[config.mk]
export PLATFORM = sky130hd
export DESIGN_NAME = div_issue_queue
export DESIGN_NICKNAME = d
export VERILOG_FILES = /design/src/rtl/div_issue_queue_pkg.sv /design/src/rtl/div_issue_queue.sv
export SDC_FILE = /design/constraint.sdc
export NUM_CORES = 1
export LEC_CHECK = 0
export BUFFER_PORTS_ARGS = -buffer_cell sky130_fd_sc_hd__buf_2
export CAP_MARGIN = 20
export CORE_MARGIN = 1
export CORE_UTILIZATION = 45
export CTS_CLUSTER_DIAMETER = 80
export CTS_CLUSTER_SIZE = 24
export DETAILED_ROUTE_END_ITERATION = 16
export PLACE_DENSITY = 0.75
export RECOVER_POWER = 50
export SETUP_SLACK_MARGIN = 0.02
export SLEW_MARGIN = 0
export SYNTH_ARGS = -nofsm -noshare
export SYNTH_HDL_FRONTEND = slang
export SYNTH_SLANG_ARGS = --single-unit
[constraint.sdc]
create_clock -name clk -period 26.6 [get_ports clk]
set_input_delay 3.99 -clock clk [delete_from_list [all_inputs] [get_ports clk]]
set_output_delay 3.99 -clock clk [all_outputs]
set_load 0.005 [all_outputs]
[src/rtl/div_issue_queue_pkg.sv]
// Shared definitions for the divide issue path.
// Holds the uop and branch-bus field offsets, the divide opcode encodings
// and the sequence-number age compare used by the issue queue and the divider.
package div_issue_queue_pkg;

  localparam int UOP_W = 171;
  localparam int BR_W  = 52;
  localparam int SQN_W = 6;

  // uop field offsets
  localparam int UOP_VALID_BIT = 0;
  localparam int UOP_SQN_LO    = 20;
  localparam int UOP_SQN_HI    = 25;
  localparam int UOP_OPC_LO    = 37;
  localparam int UOP_OPC_HI    = 42;

  // branch/flush bus field offsets
  localparam int BR_FLUSH_VALID_BIT = 51;
  localparam int BR_FLUSH_SQN_LO    = 13;
  localparam int BR_FLUSH_SQN_HI    = 18;

  typedef enum logic [5:0] {
    DIV_S = 6'd0,  // signed quotient
    DIV_U = 6'd1,  // unsigned quotient
    REM_S = 6'd2,  // signed remainder
    REM_U = 6'd3   // unsigned remainder
  } div_op_e;

  // An uop survives a flush when it is not younger than the flushing uop:
  // the wrapped difference (sqn - flush_sqn), read as signed, is <= 0.
  function automatic logic sqn_kept(input logic [SQN_W-1:0] sqn,
                                    input logic [SQN_W-1:0] flush_sqn);
    logic [SQN_W-1:0] diff;
    diff = sqn - flush_sqn;
    return diff[SQN_W-1] || (diff == {SQN_W{1'b0}});
  endfunction

endpackage

[src/rtl/div_issue_queue.sv]
// In-order issue queue in front of the divider.
// Holds DEPTH divide uops in age order, truncates younger entries on a flush,
// and presents one uop at a time to the divider for a single cycle, leaving at
// least one idle cycle between issues so the divider can raise busy.
// Ports:
//   clk, rst     rising-edge clock, asynchronous active-high reset
//   IN_branch    flush bus (bit 51 valid, bits 18:13 flush sqN)
//   IN_uop       incoming uop (bit 0 valid, 25:20 sqN, 42:37 opcode)
//   IN_divBusy   divider busy
//   OUT_full     queue holds DEPTH entries
//   OUT_en       divider enable, mirrors OUT_uop bit 0
//   OUT_uop      registered uop for the divider
module div_issue_queue
  import div_issue_queue_pkg::*;
#(
  parameter int DEPTH = 4
) (
  input  logic             clk,
  input  logic             rst,
  input  logic [BR_W-1:0]  IN_branch,
  input  logic [UOP_W-1:0] IN_uop,
  input  logic             IN_divBusy,
  output logic             OUT_full,
  output logic             OUT_en,
  output logic [UOP_W-1:0] OUT_uop
);

  localparam int AW = $clog2(DEPTH);
  localparam int CW = AW + 1;

  logic [UOP_W-1:0] mem_r [DEPTH];
  logic [AW-1:0]    rd_ptr_r;
  logic [AW-1:0]    wr_ptr_r;
  logic [CW-1:0]    count_r;
  logic             issued_last_r;
  logic             out_valid_r;
  logic [UOP_W-1:1] out_payload_r;

  logic             flush_s;
  logic [SQN_W-1:0] flush_sqn_s;
  logic             in_killed_s;
  logic             enq_s;
  logic             issue_s;
  logic [CW-1:0]    kept_cnt_s;
  logic [CW-1:0]    next_count_s;
  logic [AW-1:0]    enq_idx_s;
  logic [AW-1:0]    next_rd_s;
  logic [AW-1:0]    next_wr_s;
  logic             unused_s;

  assign OUT_full = (count_r == CW'(DEPTH));
  assign OUT_uop  = {out_payload_r, out_valid_r};
  assign OUT_en   = out_valid_r;

  // Fields not consumed by the queue itself.
  assign unused_s = ^{IN_branch[BR_W-2:BR_FLUSH_SQN_HI+1], IN_branch[BR_FLUSH_SQN_LO-1:0],
                      mem_r[rd_ptr_r][UOP_VALID_BIT]};

  // Enqueue/issue decisions and kept-entry count under a flush.
  always_comb begin
    flush_sqn_s = IN_branch[BR_FLUSH_SQN_HI:BR_FLUSH_SQN_LO];
    flush_s     = IN_branch[BR_FLUSH_VALID_BIT];
    in_killed_s = flush_s && !sqn_kept(IN_uop[UOP_SQN_HI:UOP_SQN_LO], flush_sqn_s);
    enq_s       = IN_uop[UOP_VALID_BIT] && !OUT_full && !in_killed_s;
    issue_s     = (count_r != {CW{1'b0}}) && !IN_divBusy && !issued_last_r && !flush_s;

    // Entries are in age order, so killed ones form a contiguous tail and
    // counting the survivors gives the new length directly.
    kept_cnt_s = {CW{1'b0}};
    for (int i = 0; i < DEPTH; i++) begin
      if ((CW'(i) < count_r) &&
          sqn_kept(mem_r[rd_ptr_r + AW'(i)][UOP_SQN_HI:UOP_SQN_LO], flush_sqn_s)) begin
        kept_cnt_s = kept_cnt_s + {{(CW-1){1'b0}}, 1'b1};
      end else begin
        kept_cnt_s = kept_cnt_s;
      end
    end

    if (flush_s) begin
      enq_idx_s    = rd_ptr_r + kept_cnt_s[AW-1:0];
      next_count_s = kept_cnt_s + {{(CW-1){1'b0}}, enq_s};
      next_rd_s    = rd_ptr_r;
      next_wr_s    = rd_ptr_r + next_count_s[AW-1:0];
    end else begin
      enq_idx_s    = wr_ptr_r;
      next_count_s = count_r + {{(CW-1){1'b0}}, enq_s} - {{(CW-1){1'b0}}, issue_s};
      next_rd_s    = rd_ptr_r + {{(AW-1){1'b0}}, issue_s};
      next_wr_s    = wr_ptr_r + {{(AW-1){1'b0}}, enq_s};
    end
  end

  // Queue control state and the issue valid bit.
  always_ff @(posedge clk or posedge rst) begin
    if (rst) begin
      rd_ptr_r      <= {AW{1'b0}};
      wr_ptr_r      <= {AW{1'b0}};
      count_r       <= {CW{1'b0}};
      issued_last_r <= 1'b0;
      out_valid_r   <= 1'b0;
    end else begin
      rd_ptr_r      <= next_rd_s;
      wr_ptr_r      <= next_wr_s;
      count_r       <= next_count_s;
      issued_last_r <= issue_s;
      // Valid only on the cycle after an issue; this also clears an
      // outstanding uop that a flush kills, since no issue happens then.
      out_valid_r   <= issue_s;
    end
  end

  // Entry payload storage; contents are don't-care outside the live window.
  always_ff @(posedge clk) begin
    if (enq_s) begin
      mem_r[enq_idx_s] <= IN_uop;
    end else begin
      mem_r[enq_idx_s] <= mem_r[enq_idx_s];
    end
  end

  // Issued uop payload, captured from the head entry.
  always_ff @(posedge clk) begin
    if (issue_s) begin
      out_payload_r <= mem_r[rd_ptr_r][UOP_W-1:1];
    end else begin
      out_payload_r <= out_payload_r;
    end
  end

endmodule

Yosys cells after proc, flatten, opt, wreduce, memory -nomap -nowiden:

Memories as Yosys holds them, arrays and structs flattened.
Index checks and enable logic that the tools add are counted.

* register bits: 178
* RAM bits: 684
* output and inout port bits: 173
* logic and storage cells: 70
* memories: 1

* add/sub/neg operators: 18
* $lt $le $gt $ge: 4
* equal/unequal tests: 2
* muxes and demuxes: 11
* bitwise gates (word level): 1
* reductions and logical operators: 28

Memory list
* mem_r: depth 4, width 171, read ports 4, clocked after Yosys merged registers in 0, write ports 1, line div_issue_queue.sv:31 `logic [UOP_W-1:0] mem_r [DEPTH];`

Operators with widths (number)
* 171-bit 2-to-1 mux: 1
* 6-bit zero test: 5
* 6-bit subtractor: 5
* 3-bit 2-to-1 mux: 4
* 1-bit logical AND: 10
* 3-bit by 1-bit adder with 3-bit output (second input constant): 3
* 3-bit by 1-bit adder with 3-bit output: 2
* 1-bit zero test: 6
* 1-bit by 3-bit < comparator with 1-bit output (first input constant): 2
* 2-bit by 3-bit < comparator with 1-bit output (first input constant): 2
* 1-bit logical OR: 5
* 2-bit by 1-bit adder with 2-bit output: 2
* 2-bit adder: 2
* 2-bit adder (second input constant): 2
* 1-bit 2-to-1 mux: 4
* 2-bit 2-to-1 mux: 2
* 3-bit equality test (second input constant): 1
* 3-bit nonzero test: 1
* 3-bit by 1-bit subtractor with 3-bit output: 1
* 2-bit by 1-bit adder with 2-bit output (second input constant): 1
* 2-bit AND reduction: 1
* 0-bit != test: 1
* 1-bit OR: 1

Longest topological paths before layout:

An unclocked memory read counts as a cell.

* word-level depth: 15
* mapped depth: 24

Worst setup path after synthesis:

Ideal clock, no wire load.

* path kind: input -> register
* from: input port IN_divBusy
* to: register count_r[1]
* library setup time: 125 ps
* arrival time: 23365 ps
* required time: 26475 ps
* path slack: 3110 ps
* stages: 6
* path through: nor4_1 -> ha_1 -> inv_1 -> ha_1 -> fa_1 -> mux2_2

* word-level cells in the longest chain between the ends: 6

Ends and longest elaborated chain
* from (decl): line div_issue_queue.sv:22 `input logic IN_divBusy,`
* 1-bit zero test: line div_issue_queue.sv:65 `issue_s = (count_r != {CW{1'b0}}) && !IN_divBusy && !issued_last_r && !flush_s;`
* 1-bit logical AND (3 in series): line div_issue_queue.sv:65
* 3-bit by 1-bit subtractor with 3-bit output: line div_issue_queue.sv:86 `next_count_s = count_r + {{(CW-1){1'b0}}, enq_s} - {{(CW-1){1'b0}}, issue_s};`
* 3-bit 2-to-1 mux: line div_issue_queue.sv:79 `if (flush_s) begin`
* named net next_count_s[1]: line div_issue_queue.sv:45 `logic [CW-1:0] next_count_s;`
* to (signal assigned): line div_issue_queue.sv:97 `count_r <= {CW{1'b0}};`
* to (signal assigned): line div_issue_queue.sv:103 `count_r <= next_count_s;`
* to (decl): line div_issue_queue.sv:34 `logic [CW-1:0] count_r;`

The timed path passes the listed nets, and every way through them passes these cells.
A chain may end at the register's enable or synchronous reset.

Worst setup path in the final report:

* from: input port IN_branch[51]
* to: register out_payload_r[44] (netlist bit), read port of mem_r (enable)

* word-level cells in the longest chain between the ends: 2

Ends and longest elaborated chain
* from (decl): line div_issue_queue.sv:20 `input logic [BR_W-1:0] IN_branch,`
* 1-bit zero test: line div_issue_queue.sv:65
* 1-bit logical AND: line div_issue_queue.sv:65
* named net issue_s: line div_issue_queue.sv:43 `logic issue_s;`
* to (decl): line div_issue_queue.sv:37 `logic [UOP_W-1:1] out_payload_r;`

The timed path passes the listed nets, and every way through them passes these cells.

==> results.txt <==
----------------------------------------------------
[Final layout]
  Share of cells above drive strength 1 ... 0.272
  Storage cell area ... 0.0257 sq mm
  Area of the multi-input gates ... 0.00594 sq mm
  Area growth, synth to finish ... 12.8%
  Number of fillers in the final layout ... 5,590
  Nets ... 1,967
  Fin area ... 0.0360 sq mm
  Number of standard cells in the final layout excluding fillers ... 2,651

[Pwr]
  Internal power ... 3.67 mW
  Part of the total power dissipated in the clock network ... 0.135
  Static power due to leakage ... 11.6 nW
  Largest vdd supply drop ... 0.159 mV
  Combinational cell fraction of total power ... 0.367
  Fraction of power spent switching nets ... 0.328
  Power density cells ... 152 mW/mm^2
  Seq pwr share ... 0.498
  Net load switching power ... 1.79 mW

[Logic synthesis]
  Post-synthesis sequential element count ... 858
  Cell with the most instances after synthesis ... sky130_fd_sc_hd__edfxtp_1
  Top cell type by total area after synthesis ... sky130_fd_sc_hd__edfxtp_1
  Post-Synth XOR/XNOR Area ... 0.00804
  Largest family of logic cells by synthesized area ... multiplexers
  Ys Warns ... 0
  Top FF cell, synth ... sky130_fd_sc_hd__edfxtp_1
  Post-Synth Adder-Cell Area ... 0.0187
  Post-synthesis sequential area ratio ... 0.806
  Number of enable-type register cells in the synthesized netlist ... 850
  Post-Syn Instances ... 1,318
  Proportion of synthesized area in mux cells ... 0.137
  Synth top cells by count ... sky130_fd_sc_hd__edfxtp_1 (850), sky130_fd_sc_hd__mux4_2 (184), sky130_fd_sc_hd__ha_1 (38)
  Post-Syn Nets ... 1,588
  Unique masters post-synth ... 51
  Total standard cell area after synthesis ... 0.0319 sq mm
  Synth Area per Inst ... 24.2 sq um
  Top cells by area, synth ... sky130_fd_sc_hd__edfxtp_1 (80%), sky130_fd_sc_hd__mux4_2 (13%), sky130_fd_sc_hd__ha_1 (1.5%)
  Post-synth top area share ... 0.800
  Fraction of the mapped netlist area in compound gates ... 0.0130
  Simple logic cell fraction of the synthesized area ... 0.00816
  Share of synthesized flip-flops with an asynchronous set or reset ... 0.00932

[Global routing]
  Total global routing overflow ... 0
  Global-route wire length before repair ... 90,700 um
  GRT Total Usage ... 0.169
  Largest net degree at the start of global routing ... 108
  Number of antenna violations at the first check in global routing ... 5
  Vias in the first global route ... 15.0k

[Timing]
  Setup Total Neg Slack ... 0 ns
  Worst slew margin relative to its limit ... -3.75
  Final Max Tran Viols ... 281
  Peak clock frequency supported by timing ... 0.0917 GHz
  Unrepaired setup endpoints after global routing ... no
  Worst path setup slack after routing ... 15.70 ns
  Transition time at the pin with the least slew margin ... 7.13 ns
  Number of setup violations in the final report ... 0
  Final min period ... 10.90 ns
  Worst setup skew after layout ... 0.0240 ns
  Period utilization ... 0.410
  Hold violation count in the final report ... 0

[Worst setup path]
  Worst setup SP type ... input port
  Launching point of the worst reg2reg path ... rd_ptr_r[0]$_DFFE_PP0N_
  Total stage count of the critical path ... 4
  Termination of the worst setup path ... out_payload_r[44]$_DFFE_PP_
  CP Launch Point ... IN_branch[51]
  Cell class contributing the biggest share of worst-path delay ... buffers and inverters
  Reg2Reg Capture Point ... mem_r[2][36]$_DFFE_PP_
  Worst Reg-to-Reg Cells ... 19
  Endpoint required time on the critical path ... 26.81 ns
  Worst reg-to-reg setup slack ... 16.07 ns
  Critical Path Max Stage Delay ... 4.95 ns
  Most frequent cell on the critical path ... sky130_fd_sc_hd__clkbuf_1
  Crit path buffers/inverters ... 3
  Category of the worst setup path capture point ... flip-flop
  Worst-path maximum fanout ... 107
  Crit-path cells ... clkbuf_1 -> nor4_1 -> clkbuf_1 -> buf_4
  Cell type of the slowest stage on the worst timing path ... sky130_fd_sc_hd__clkbuf_1
  Type of the worst setup path ... in -> reg
  Arr. time, crit path ... 11.11 ns

[Place]
  Final weighted congestion in routability-driven placement ... 0.826
  Area post-placement ... 0.0349 sq mm
  Setup slack at placement ... 15.93 ns
  Port bufs ... 353
  Number of placed cells counting well taps ... 2,590
  Post-DP HPWL ... 37,900 um

[Clocking]
  Sink Count ... 858
  Number of buffers inserted to repair setup after CTS ... 0
  Gates resized, CTS repair ... 0
  Number of hold-repair buffers added at the cts stage ... 0
  TritonCTS clock tree ... yes
  Clock latency of the later-clocked register in the worst-skew pair ... 0.59 ns
  Root buffer selected by CTS ... sky130_fd_sc_hd__clkbuf_16
  Clock edge transition at the registers on the reported setup and hold paths ... 0.09 ns
  CTS buffer count ... 45
  Maximum clock insertion buffer count ... 3
  Maximum level of the CTS H-tree ... 2

[Outcome]
  Failing checks ... capacitance limit, slew limit
  Status ... finished, violations left

[Routing]
  Routed wire length ... 61,300 um
  Number of DRC violations after detailed-routing iteration 0 ... 892
  Remaining design rule violation count ... 0
  Post-DRT Antenna Nets ... 0
  Routed wirelength normalized by instance count ... 23.1 um
  Vias ... 14.3k
  Via-to-Cell Ratio ... 5.40
  Total iterations of the first detailed-routing run ... 5

[Floorplanning]
  Die area ... 0.0720 sq mm
  Number of rows in the core area ... 97
  Die height ... 268 um
  Number of ports placed on the die boundary ... 399
  Core Region ... 0.0701 sq mm
  Starting utilization of the core area ... 0.455
  Overall die width ... 268 um

[Hold path]
  Min-Delay Path Class ... reg -> reg

[Run]
  Reported max-cap violation count ... 5

----------------------------------------------------
[through the flow]
step	power, mW	hold slack (ns)	utilization
after floorplan	4.52	0.547	-
after global placement	4.68	0.576	0.498
after detailed placement	4.79	0.588	0.498
after CTS	5.53	0.608	0.517
after global routing	5.77	0.644	0.513
final	5.46	0.616	0.513
[power by group through the flow]
stage / Sequential [mW] / Combinational [mW] / Clock (mW)
2_1_floorplan: 3.16 / 1.36 / 0
3_3_place_gp: 2.69 / 1.99 / 0
3_5_place_dp: 2.76 / 2.04 / 0
4_1_cts: 2.73 / 2.04 / 0.758
5_1_grt: 2.79 / 2.19 / 0.799
6_report: 2.72 / 2.01 / 0.736
[registers in the layout (all words and copies together) (netlist names)]
| signal | cells |
|---|---|
| OUT_en | 1 |
| count_r | 3 |
| mem_r | 680 |
| out_payload_r | 170 |
| rd_ptr_r | 2 |
| wr_ptr_r | 2 |
[worst register-to-register path, delay by kind of cell, from the launching register on]
kind	cells	cell delay, ns
buffers and inverters	3	4.14
muxes	3	1.27
DFF	1	1.26
AOI/OAI and AO/OA	5	1.04
adders and majority gates	3	0.95
and+or+nand+nor	2	0.71
xor gates and xnor gates	3	0.66
[cell families after synthesis]
family,Yosys count
simple gates,50
compound gates,62
fa+ha+maj,44
buf+inv,74
xor+xnor,26
flops,858
mux,204
[metal layers]
layer	GRT usage	wire length, um	vias up	share of wire
met5	0	26	-	0.00042
met4	0.0485	1410	4	0.023
met3	0.0395	4050	93	0.066
met2	0.292	32200	413	0.53
met1	0.213	23600	7554	0.39
li1	-	-	6261	-
[worst min-delay path by stage]
stage / from / slack (ns) / cells after the start / end
2_1_floorplan: wr_ptr_r[1]$_DFF_PP0_ / 0.55 / 3 / wr_ptr_r[1]$_DFF_PP0_
3_3_place_gp: wr_ptr_r[1]$_DFF_PP0_ / 0.58 / 3 / wr_ptr_r[1]$_DFF_PP0_
3_5_place_dp: wr_ptr_r[1]$_DFF_PP0_ / 0.59 / 3 / wr_ptr_r[1]$_DFF_PP0_
4_1_cts: wr_ptr_r[1]$_DFF_PP0_ / 0.61 / 3 / wr_ptr_r[1]$_DFF_PP0_
5_1_grt: mem_r[3][39]$_DFFE_PP_ / 0.64 / 1 / out_payload_r[39]$_DFFE_PP_
6_report: wr_ptr_r[1]$_DFF_PP0_ / 0.62 / 3 / wr_ptr_r[1]$_DFF_PP0_
[cell usage in the layout (no fill, tap or decap), types with 6 or more instances in the layout]
master	n
sky130_fd_sc_hd__ha_1	38
sky130_fd_sc_hd__xor2_1	7
sky130_fd_sc_hd__nand2_1	10
sky130_fd_sc_hd__a21o_1	9
sky130_fd_sc_hd__a21oi_1	16
sky130_fd_sc_hd__nor2_1	10
sky130_fd_sc_hd__mux2i_1	6
sky130_fd_sc_hd__mux4_2	184
sky130_fd_sc_hd__buf_4	19
sky130_fd_sc_hd__fa_1	6
sky130_fd_sc_hd__edfxtp_1	850
sky130_fd_sc_hd__clkbuf_1	178
sky130_fd_sc_hd__buf_2	180
sky130_fd_sc_hd__dfrtp_1	7
sky130_fd_sc_hd__inv_1	29
sky130_fd_sc_hd__mux2_2	12
sky130_fd_sc_hd__clkbuf_16	46
sky130_fd_sc_hd__xnor2_1	16
sky130_fd_sc_hd__nor3_1	7
[cell type report]
cell class	count	area share
multi-input combinational	386	0.165
clock inverter	13	0.00449
timing repair buffer	377	0.0476
inverter	29	0.00302
sequential	858	0.715
antenna	2	0.000139
tap	940	0.0327
clock buffer	46	0.0320
(Power assumes the default switching activity.)
